File: config.mk
export PLATFORM = sky130hd
export DESIGN_NAME = picomips_core
export DESIGN_NICKNAME = d
export VERILOG_FILES = /design/src/rtl/picomips_core.sv
export SDC_FILE = /design/constraint.sdc
export NUM_CORES = 1
export LEC_CHECK = 0
export BUFFER_PORTS_ARGS = -buffer_cell sky130_fd_sc_hd__clkbuf_2
export CAP_MARGIN = 40
export CORE_MARGIN = 2
export CORE_UTILIZATION = 37
export CTS_CLUSTER_DIAMETER = 100
export DETAILED_ROUTE_END_ITERATION = 12
export PLACE_DENSITY = 0.62
export SLEW_MARGIN = 20
export SYNTH_ARGS = -nofsm -noshare
export SYNTH_HDL_FRONTEND = slang
export SYNTH_SLANG_ARGS = --single-unit
export TNS_END_PERCENT = 20
File: constraint.sdc
create_clock -name clk_i -period 7.05 [get_ports clk_i]
set_input_delay 0.3525 -clock clk_i [delete_from_list [all_inputs] [get_ports clk_i]]
set_output_delay 0.3525 -clock clk_i [all_outputs]
set_load 0.02 [all_outputs]
File: src/rtl/picomips_core.sv
// picoMips accumulator core: FETCH/EXEC sequencer, register file, ALU, branches, valid/ready I/O.
// Optional signed fractional multiply is enabled by defining PICOMIPS_MUL_EN.
module picomips_core #(
    parameter int DATA_W     = 8,
    parameter int REG_COUNT  = 4,
    parameter int PROG_DEPTH = 32,
    parameter int PC_W       = $clog2(PROG_DEPTH)
) (
    input  logic              clk_i,
    input  logic              reset_i,
    output logic [PC_W-1:0]   instr_addr_o,
    input  logic [DATA_W+3:0] instr_i,
    input  logic [DATA_W-1:0] in_data_i,
    input  logic              in_valid_i,
    output logic              in_ready_o,
    output logic [DATA_W-1:0] out_data_o,
    output logic              out_valid_o,
    input  logic              out_ready_i,
    output logic [DATA_W-1:0] acc_o,
    output logic              halted_o
);

    typedef enum logic [1:0] {
        S_FETCH    = 2'd0,
        S_EXEC     = 2'd1,
        S_WAIT_OUT = 2'd2,
        S_HALT     = 2'd3
    } state_t;

    localparam logic [3:0] OP_LDI  = 4'd1;
    localparam logic [3:0] OP_LDR  = 4'd2;
    localparam logic [3:0] OP_STR  = 4'd3;
    localparam logic [3:0] OP_ADDI = 4'd4;
    localparam logic [3:0] OP_ADDR = 4'd5;
    localparam logic [3:0] OP_SUBR = 4'd6;
    localparam logic [3:0] OP_MULI = 4'd7;
    localparam logic [3:0] OP_MULR = 4'd8;
    localparam logic [3:0] OP_IN   = 4'd9;
    localparam logic [3:0] OP_OUT  = 4'd10;
    localparam logic [3:0] OP_JMP  = 4'd11;
    localparam logic [3:0] OP_BZ   = 4'd12;
    localparam logic [3:0] OP_BN   = 4'd13;
    localparam logic [3:0] OP_HALT = 4'd14;

    state_t              state_q, state_d;
    logic [PC_W-1:0]     pc_q, pc_d;
    logic [DATA_W-1:0]   acc_q, acc_d;
    logic [DATA_W-1:0]   out_data_q, out_data_d;
    logic                out_valid_q, out_valid_d;
    logic [DATA_W-1:0]   regs_q [REG_COUNT];

    logic [3:0]          opcode_s;
    logic [DATA_W-1:0]   operand_s;
    logic [DATA_W-1:0]   reg_rd_s;
    logic                reg_we_s;
    logic                in_ready_s;
    logic [PC_W-1:0]     pc_inc_s;
    logic [PC_W-1:0]     tgt_raw_s;
    logic [PC_W-1:0]     tgt_s;

    assign opcode_s  = instr_i[DATA_W+3:DATA_W];
    assign operand_s = instr_i[DATA_W-1:0];

    // Out-of-range register indices never match, so they read as zero.
    always_comb begin
        reg_rd_s = '0;
        for (int i = 0; i < REG_COUNT; i++) begin
            reg_rd_s = reg_rd_s | ((operand_s == DATA_W'(i)) ? regs_q[i] : '0);
        end
    end

    assign pc_inc_s  = (pc_q == PC_W'(PROG_DEPTH - 1)) ? '0 : pc_q + PC_W'(1);
    assign tgt_raw_s = operand_s[PC_W-1:0];
    assign tgt_s     = ({1'b0, tgt_raw_s} >= (PC_W+1)'(PROG_DEPTH))
                       ? tgt_raw_s - PC_W'(PROG_DEPTH) : tgt_raw_s;

`ifdef PICOMIPS_MUL_EN
    logic [DATA_W-1:0]          mul_b_s;
    logic signed [2*DATA_W-1:0] mul_prod_s;
    logic [DATA_W-1:0]          mul_res_s;

    assign mul_b_s    = (opcode_s == OP_MULR) ? reg_rd_s : operand_s;
    // Q1.(DATA_W-1) product: drop DATA_W-1 fraction bits, keep the low word.
    assign mul_prod_s = $signed(acc_q) * $signed(mul_b_s);
    assign mul_res_s  = DATA_W'(mul_prod_s >>> (DATA_W - 1));
`endif

    // Sequencer next-state and datapath decode.
    always_comb begin
        state_d     = state_q;
        pc_d        = pc_q;
        acc_d       = acc_q;
        out_data_d  = out_data_q;
        out_valid_d = out_valid_q;
        reg_we_s    = 1'b0;
        in_ready_s  = 1'b0;
        case (state_q)
            S_FETCH: state_d = S_EXEC;
            S_EXEC: begin
                state_d = S_FETCH;
                pc_d    = pc_inc_s;
                case (opcode_s)
                    OP_LDI:  acc_d = operand_s;
                    OP_LDR:  acc_d = reg_rd_s;
                    OP_STR:  reg_we_s = 1'b1;
                    OP_ADDI: acc_d = acc_q + operand_s;
                    OP_ADDR: acc_d = acc_q + reg_rd_s;
                    OP_SUBR: acc_d = acc_q - reg_rd_s;
                    OP_MULI, OP_MULR: begin
`ifdef PICOMIPS_MUL_EN
                        acc_d = mul_res_s;
`else
                        acc_d = acc_q;
`endif
                    end
                    OP_IN: begin
                        in_ready_s = 1'b1;
                        if (in_valid_i) begin
                            acc_d = in_data_i;
                        end else begin
                            state_d = S_EXEC;
                            pc_d    = pc_q;
                        end
                    end
                    OP_OUT: begin
                        out_data_d  = acc_q;
                        out_valid_d = 1'b1;
                        state_d     = S_WAIT_OUT;
                        pc_d        = pc_q;
                    end
                    OP_JMP: pc_d = tgt_s;
                    OP_BZ: begin
                        if (acc_q == '0) pc_d = tgt_s;
                        else             pc_d = pc_inc_s;
                    end
                    OP_BN: begin
                        if (acc_q[DATA_W-1]) pc_d = tgt_s;
                        else                 pc_d = pc_inc_s;
                    end
                    OP_HALT: begin
                        state_d = S_HALT;
                        pc_d    = pc_q;
                    end
                    default: acc_d = acc_q;
                endcase
            end
            S_WAIT_OUT: begin
                if (out_ready_i) begin
                    out_valid_d = 1'b0;
                    pc_d        = pc_inc_s;
                    state_d     = S_FETCH;
                end else begin
                    state_d = S_WAIT_OUT;
                end
            end
            S_HALT:  state_d = S_HALT;
            default: state_d = S_FETCH;
        endcase
    end

    // Sequencer, accumulator and output registers.
    always_ff @(posedge clk_i) begin
        if (reset_i) begin
            state_q     <= S_FETCH;
            pc_q        <= '0;
            acc_q       <= '0;
            out_data_q  <= '0;
            out_valid_q <= 1'b0;
        end else begin
            state_q     <= state_d;
            pc_q        <= pc_d;
            acc_q       <= acc_d;
            out_data_q  <= out_data_d;
            out_valid_q <= out_valid_d;
        end
    end

    // Register file; a write to an index beyond REG_COUNT matches nothing.
    always_ff @(posedge clk_i) begin
        if (reset_i) begin
            for (int i = 0; i < REG_COUNT; i++) begin
                regs_q[i] <= '0;
            end
        end else if (reg_we_s) begin
            for (int i = 0; i < REG_COUNT; i++) begin
                if (operand_s == DATA_W'(i)) regs_q[i] <= acc_q;
            end
        end
    end

    assign instr_addr_o = pc_q;
    assign in_ready_o   = in_ready_s;
    assign out_data_o   = out_data_q;
    assign out_valid_o  = out_valid_q;
    assign acc_o        = acc_q;
    assign halted_o     = (state_q == S_HALT);

endmodule

Yosys cells after proc, flatten, opt, wreduce, memory -nomap -nowiden
Memories as Yosys holds them, arrays and structs flattened.
Cells that the tools add are included.
Widths: inputs -> output; s select.
{ "word_totals": {"regBits": 24, "ram_bits": 32, "output_inout_bits": 24, "elab_cells": 97, "memories": 1} }
{ "memory_table": {"columns": ["name", "depth", "width", "rd", "rd_ports_with_merged_regs", "wr", "line", "text"], "rows": [
  ["regs_q", 4, 8, 4, 0, 4, "50", "logic [DATA_W-1:0] regs_q [REG_COUNT];"]
]} }
{ "classes": {"add_sub_neg": 4, "n_eq_ne": 24, "muxes": 46, "bitwise_logic": 7, "reduce_logical": 10} }
{ "ops": {"columns": ["operator", "count"], "rows": [
  ["$mux 8", 9],
  ["$pmux 8 s6", 1],
  ["$mux 1", 25],
  ["$mux 5", 5],
  ["$pmux 5 s5", 1],
  ["$eq 4x4->1 const B", 6],
  ["$or 8x8->8", 3],
  ["$add 8x8->8", 2],
  ["$eq 8x2->1 const B", 2],
  ["$logic_not 8->1", 2],
  ["$eq 4x3->1 const B", 3],
  ["$pmux 5 s2", 1],
  ["$eq 4x2->1 const B", 2],
  ["$eq 8x1->1 const B", 1],
  ["$pmux 2 s4", 1],
  ["$sub 8x8->8", 1],
  ["$ne 2x2->1 const B", 3],
  ["$pmux 2 s3", 1],
  ["$reduce_and 3->1", 2],
  ["$reduce_bool 6->1", 1],
  ["$add 5x1->5 const B", 1],
  ["$eq 5x5->1 const B", 1],
  ["$eq 2x2->1 const B", 2],
  ["$eq 4x1->1 const B", 1],
  ["other kinds (11)", 14]
]} }

Longest topological paths before layout
{ "logic_depth": {"ltp_word": 7, "mapped_depth": 20, "mapped_depth_nobuf": 19} }

Least setup slack after synthesis
Ideal clock, no wire load.
{ "synth_path": {"path_type": "input to register", "from": "in instr_i[0]", "to": "reg acc_q[7] (netlist: acc_o[7])", "t_arrival_ps": 3610, "path_slack_ps": 3311, "stages": 19, "n_path_buf": 1, "path_cell_list": "inv_1 -> ha_1 -> buf_6 -> a22o_1 -> a221oi_2 -> nor2_1 -> inv_1 -> ha_1 -> or3_1 -> o21ai_0 -> a211o_1 -> ha_1 -> nor2b_1 -> o21a_1 -> a311o_1 -> o31ai_1 -> xor2_1 -> xnor2_1 -> o22ai_2"} }
{ "synth_between": {"elab_chain_cells": 7} }
{ "synth_rtl": {"columns": ["item", "line", "text"], "rows": [
  ["start: declaration", "12", "input logic [DATA_W+3:0] instr_i,"],
  ["$eq 8x1->1 / $logic_not 8->1 (equally long branches)", "68", "reg_rd_s = reg_rd_s | ((operand_s == DATA_W'(i)) ? regs_q[i] : '0);"],
  ["$mux 8", "68", null],
  ["$or 8x8->8 (3 in series)", "68", null],
  ["$sub 8x8->8 / $add 8x8->8 (equally long branches)", "108, 107", null],
  ["$pmux 8 s6 *", "102", "case (opcode_s)"],
  ["end signal: assignment", "166", "acc_q <= '0;"],
  ["end signal: assignment", "172", "acc_q <= acc_d;"],
  ["end: declaration", "47", "logic [DATA_W-1:0] acc_q, acc_d;"]
]} }
Mark *: on every way between the ends. The rest lies on a longest branch, timed or not.
A chain may end at the register's enable or synchronous reset.

Final worst setup path
Same ends and word-level chain as after synthesis.

==> flow_metrics.py <==
metrics = {
    "routing": {
        "dr.pass1.iters": 5,
        "vias_per_cell": 5.809,
        "drt-total-wl_um": 10640,
        "drc": 0,
        "wl_per_cell_um": 18.67,
        "drt_iter0_markers": 221,
        "ant_nets": 0,
        "vias": 3311,
    },
    "pwr": {
        "p_per_area_nw_per_um2": 166.8,
        "power_leakage_nw": 1.713,
        "ir_drop_v": 0.0001012,
    },
    "cts": {
        "htreeDepth": 2,
        "cts_sinks": 56,
        "cts_resized": 0,
        "ctsHoldBuffers": 0,
        "cts-root-buf": "clkbuf_8",
        "clk_latency_ps": 300,
        "clockBufferDepth": 2,
        "clk_pin_slew_ps": 100,
        "cts_setup_buffers": 0,
        "cts_tree": "built",
        "cts_buffers": 5,
    },
    "cells_and_area": {
        "drive_gt1_share_pct": 16.02,
        "fin_util_pct": 42.04,
        "mostFrequentLayoutCells": "clkbuf_2 (47), nor2_1 (39), edfxtp_1 (32), a21oi_1 (30)",
        "diodes": 0,
        "fill_cells": 984,
        "fin_cells": 570,
        "final_common_cell": "clkbuf_2",
        "finalInstanceArea_um2": 4109,
        "nNetsFinal": 475,
        "area_growth_pct": 10.09,
    },
    "die": {
        "core_um2": 9774,
        "core.rowCount": 36,
        "io_pins": 48,
        "die_w_um": 104.4,
        "die_h_um": 104.4,
        "dieArea_um2": 10910,
        "start_util_pct": 38.18,
    },
    "logic_synthesis": {
        "yosys-top-cells-area": "edfxtp_1 (26%), dfxtp_1 (13%), and3_1 (4.9%)",
        "synthesis.instances": 408,
        "yosysWarnings": 0,
        "yosys.area.top_type_share_pct": 25.75,
        "ys.flop_type": "edfxtp_1",
        "synth_top_cell_by_area": "edfxtp_1",
        "synthesis.area_um2": 3732,
        "synth_cell_types": 61,
        "yosysSeqAreaShare_pct": 38.62,
        "synthArstFlopShare_pct": 0,
        "synth-edff-count": 32,
        "synth_seq_cells": 56,
        "avgSynthCellArea_um2": 9.148,
        "synth_nets": 447,
    },
    "worst_setup_path": {
        "path_delay_family": "compound AO/OA/AOI/OAI gates",
        "endpoint_kind": "register",
        "crit_slowest_cell": "ha_1",
        "start_kind": "input port",
        "cp.required_ps": 7230,
        "arrival_ps": 4300,
        "path_cells": "clkbuf_2 -> inv_1 -> ha_1 -> a22o_1 -> a221oi_2 -> nor2_1 -> inv_1 -> ha_1 -> or3_1 -> o21ai_0 -> a211o_1 -> ha_1 -> nor2b_1 -> o21a_1 -> a311o_1 -> o31ai_1 -> xor2_1 -> xnor2_1 -> o22ai_2",
        "critical_path.max_fanout": 17,
        "cp_common_cell": "ha_1",
        "cp_num_buf_inv": 3,
        "critPathKind": "in2reg",
        "r2r_slack_ps": 3390,
        "critPathMaxStageDelay_ps": 580,
    },
    "sta": {
        "fin_crit_sh_pct": 58.51,
        "finalCriticalPeriod_ps": 4125,
        "rsz0062_at_grt": "false",
        "tightest_slew_ps": 786.5,
        "hold_viol": 0,
        "max_slew_margin_pct": 47.46,
        "timing.fmax_mhz": 242.4,
        "slew_viol_final": 0,
        "fin_setup_tns_ps": 0,
        "setup_violations": 0,
        "finalClockSkew_ps": 5.306,
    },
    "grt": {
        "grt_pass1_vias": 3038,
        "grt-ovfl-total": 0,
        "grt_usage_pct": 19.46,
        "grt_pass1_wl_um": 16800,
        "antenna_found_initial": 0,
        "grt_max_degree": 35,
    },
    "worst_hold_path": {
        "hp-class": "in2reg",
    },
    "placed_design": {
        "placed_area_um2": 4015,
        "dp_hpwl_um": 7542,
        "placed_cells": 561,
        "place.gp.congestion": 0.9426,
        "port_buffers": 47,
    },
    "outcome": {
        "run_status": "finished, final reports clean",
    },
    "flow_run": {
        "drv_cap": 0,
    },
}
[synthesized netlist by cell type (4+ instances only)]
cell type  number
nor2_1         39
edfxtp_1       32
a21oi_1        30
and3_1         29
nand2_1        29
dfxtp_1        24
clkbuf_1       18
ha_1           14
a22oi_1        13
o21ai_0        13
a221oi_1       12
inv_1          10
mux2i_1        10
nor3_1         10
xnor2_1        10
and2_1          9
buf_2           9
nor2b_1         8
nand2b_1        7
xor2_1          7
nand3_1         6
or3_1           6
a21o_1          4
o211ai_1        4
[through the flow]
| stage | setup slack, ps | total power [mW] | hold WS, ps |
|---|---|---|---|
| floorplan | 3311 | 0.4706 | 516.7 |
| global placement | 2779 | 0.5095 | 455.5 |
| detailed placement | 2667 | 0.5126 | 455.8 |
| CTS | 2980 | 0.6861 | 356.7 |
| global route | 2658 | 0.7115 | 388.5 |
| finish | 2925 | 0.6854 | 356.8 |
[worst register-to-register path: cells and delay by family, from the launching register on]
kind,cells,cell delay (ps)
AO/OA/AOI/OAI,8,1670
flip-flops,1,400
buffers and inverters,1,80
XOR/XNOR,2,360
adder cells (fa/ha/maj),2,420
AND/OR/NAND/NOR,3,600
[layer usage]
metal | GRT usage [%] | share of wire (%) | vias to the layer above | wire (µm)
met4 | 6.853 | 2.5 | 0 | 261
met5 | 0 | 0 | - | 0
met2 | 30.35 | 45 | 141 | 4780
li1 | - | - | 1579 | -
met1 | 27.64 | 46 | 1576 | 4914
met3 | 2.506 | 6.5 | 15 | 689
[final cells by class]
cell class,instances,area (µm²),area share [%]
Inverter,10,37.54,0.9135
Clock inverter,2,13.76,0.3350
Multi-Input combinational cell,313,2118,51.55
Timing Repair Buffer,50,259.0,6.303
Clock buffer,6,72.57,1.766
Sequential cell,56,1441,35.08
Tap cell,133,166.4,4.050
[state kept, by name (all words and copies together) (netlist names)]
register and flops:
out_data_o 8, out_valid_o 1, acc_o 8, regs_q 32, state_q 2, instr_addr_o 5
[power by group]
part           switching, mW  internal (mW)
sequential            0.0141          0.355
combinational         0.0888         0.0507
clock                  0.106         0.0709
[path summary, 6_finish.rpt]
| path | depth (start not counted) | to | from |
|---|---|---|---|
| worst max-delay path | 19 | acc_o[7] | instr_i[0] |
| worst min-delay path | 4 | state_q[1] | out_ready_i |
| worst max register to register | 16 | acc_o[7] | regs_q[0][0] |
| worst min register to register | 2 | out_valid_o | out_valid_o |
[cell families after synthesis]
| family | count (synthesis) | share of synthesized area [%] |
|---|---|---|
| AO/OA/AOI/OAI | 113 | 22.63 |
| XOR/XNOR | 17 | 3.989 |
| adder cells (fa/ha/maj) | 15 | 5.230 |
| buffers and inverters | 39 | 4.626 |
| flip-flops | 56 | 38.62 |
| multiplexers | 10 | 2.682 |
| AND/OR/NAND/NOR | 158 | 22.23 |
Power figures use the tool's default switching activity.
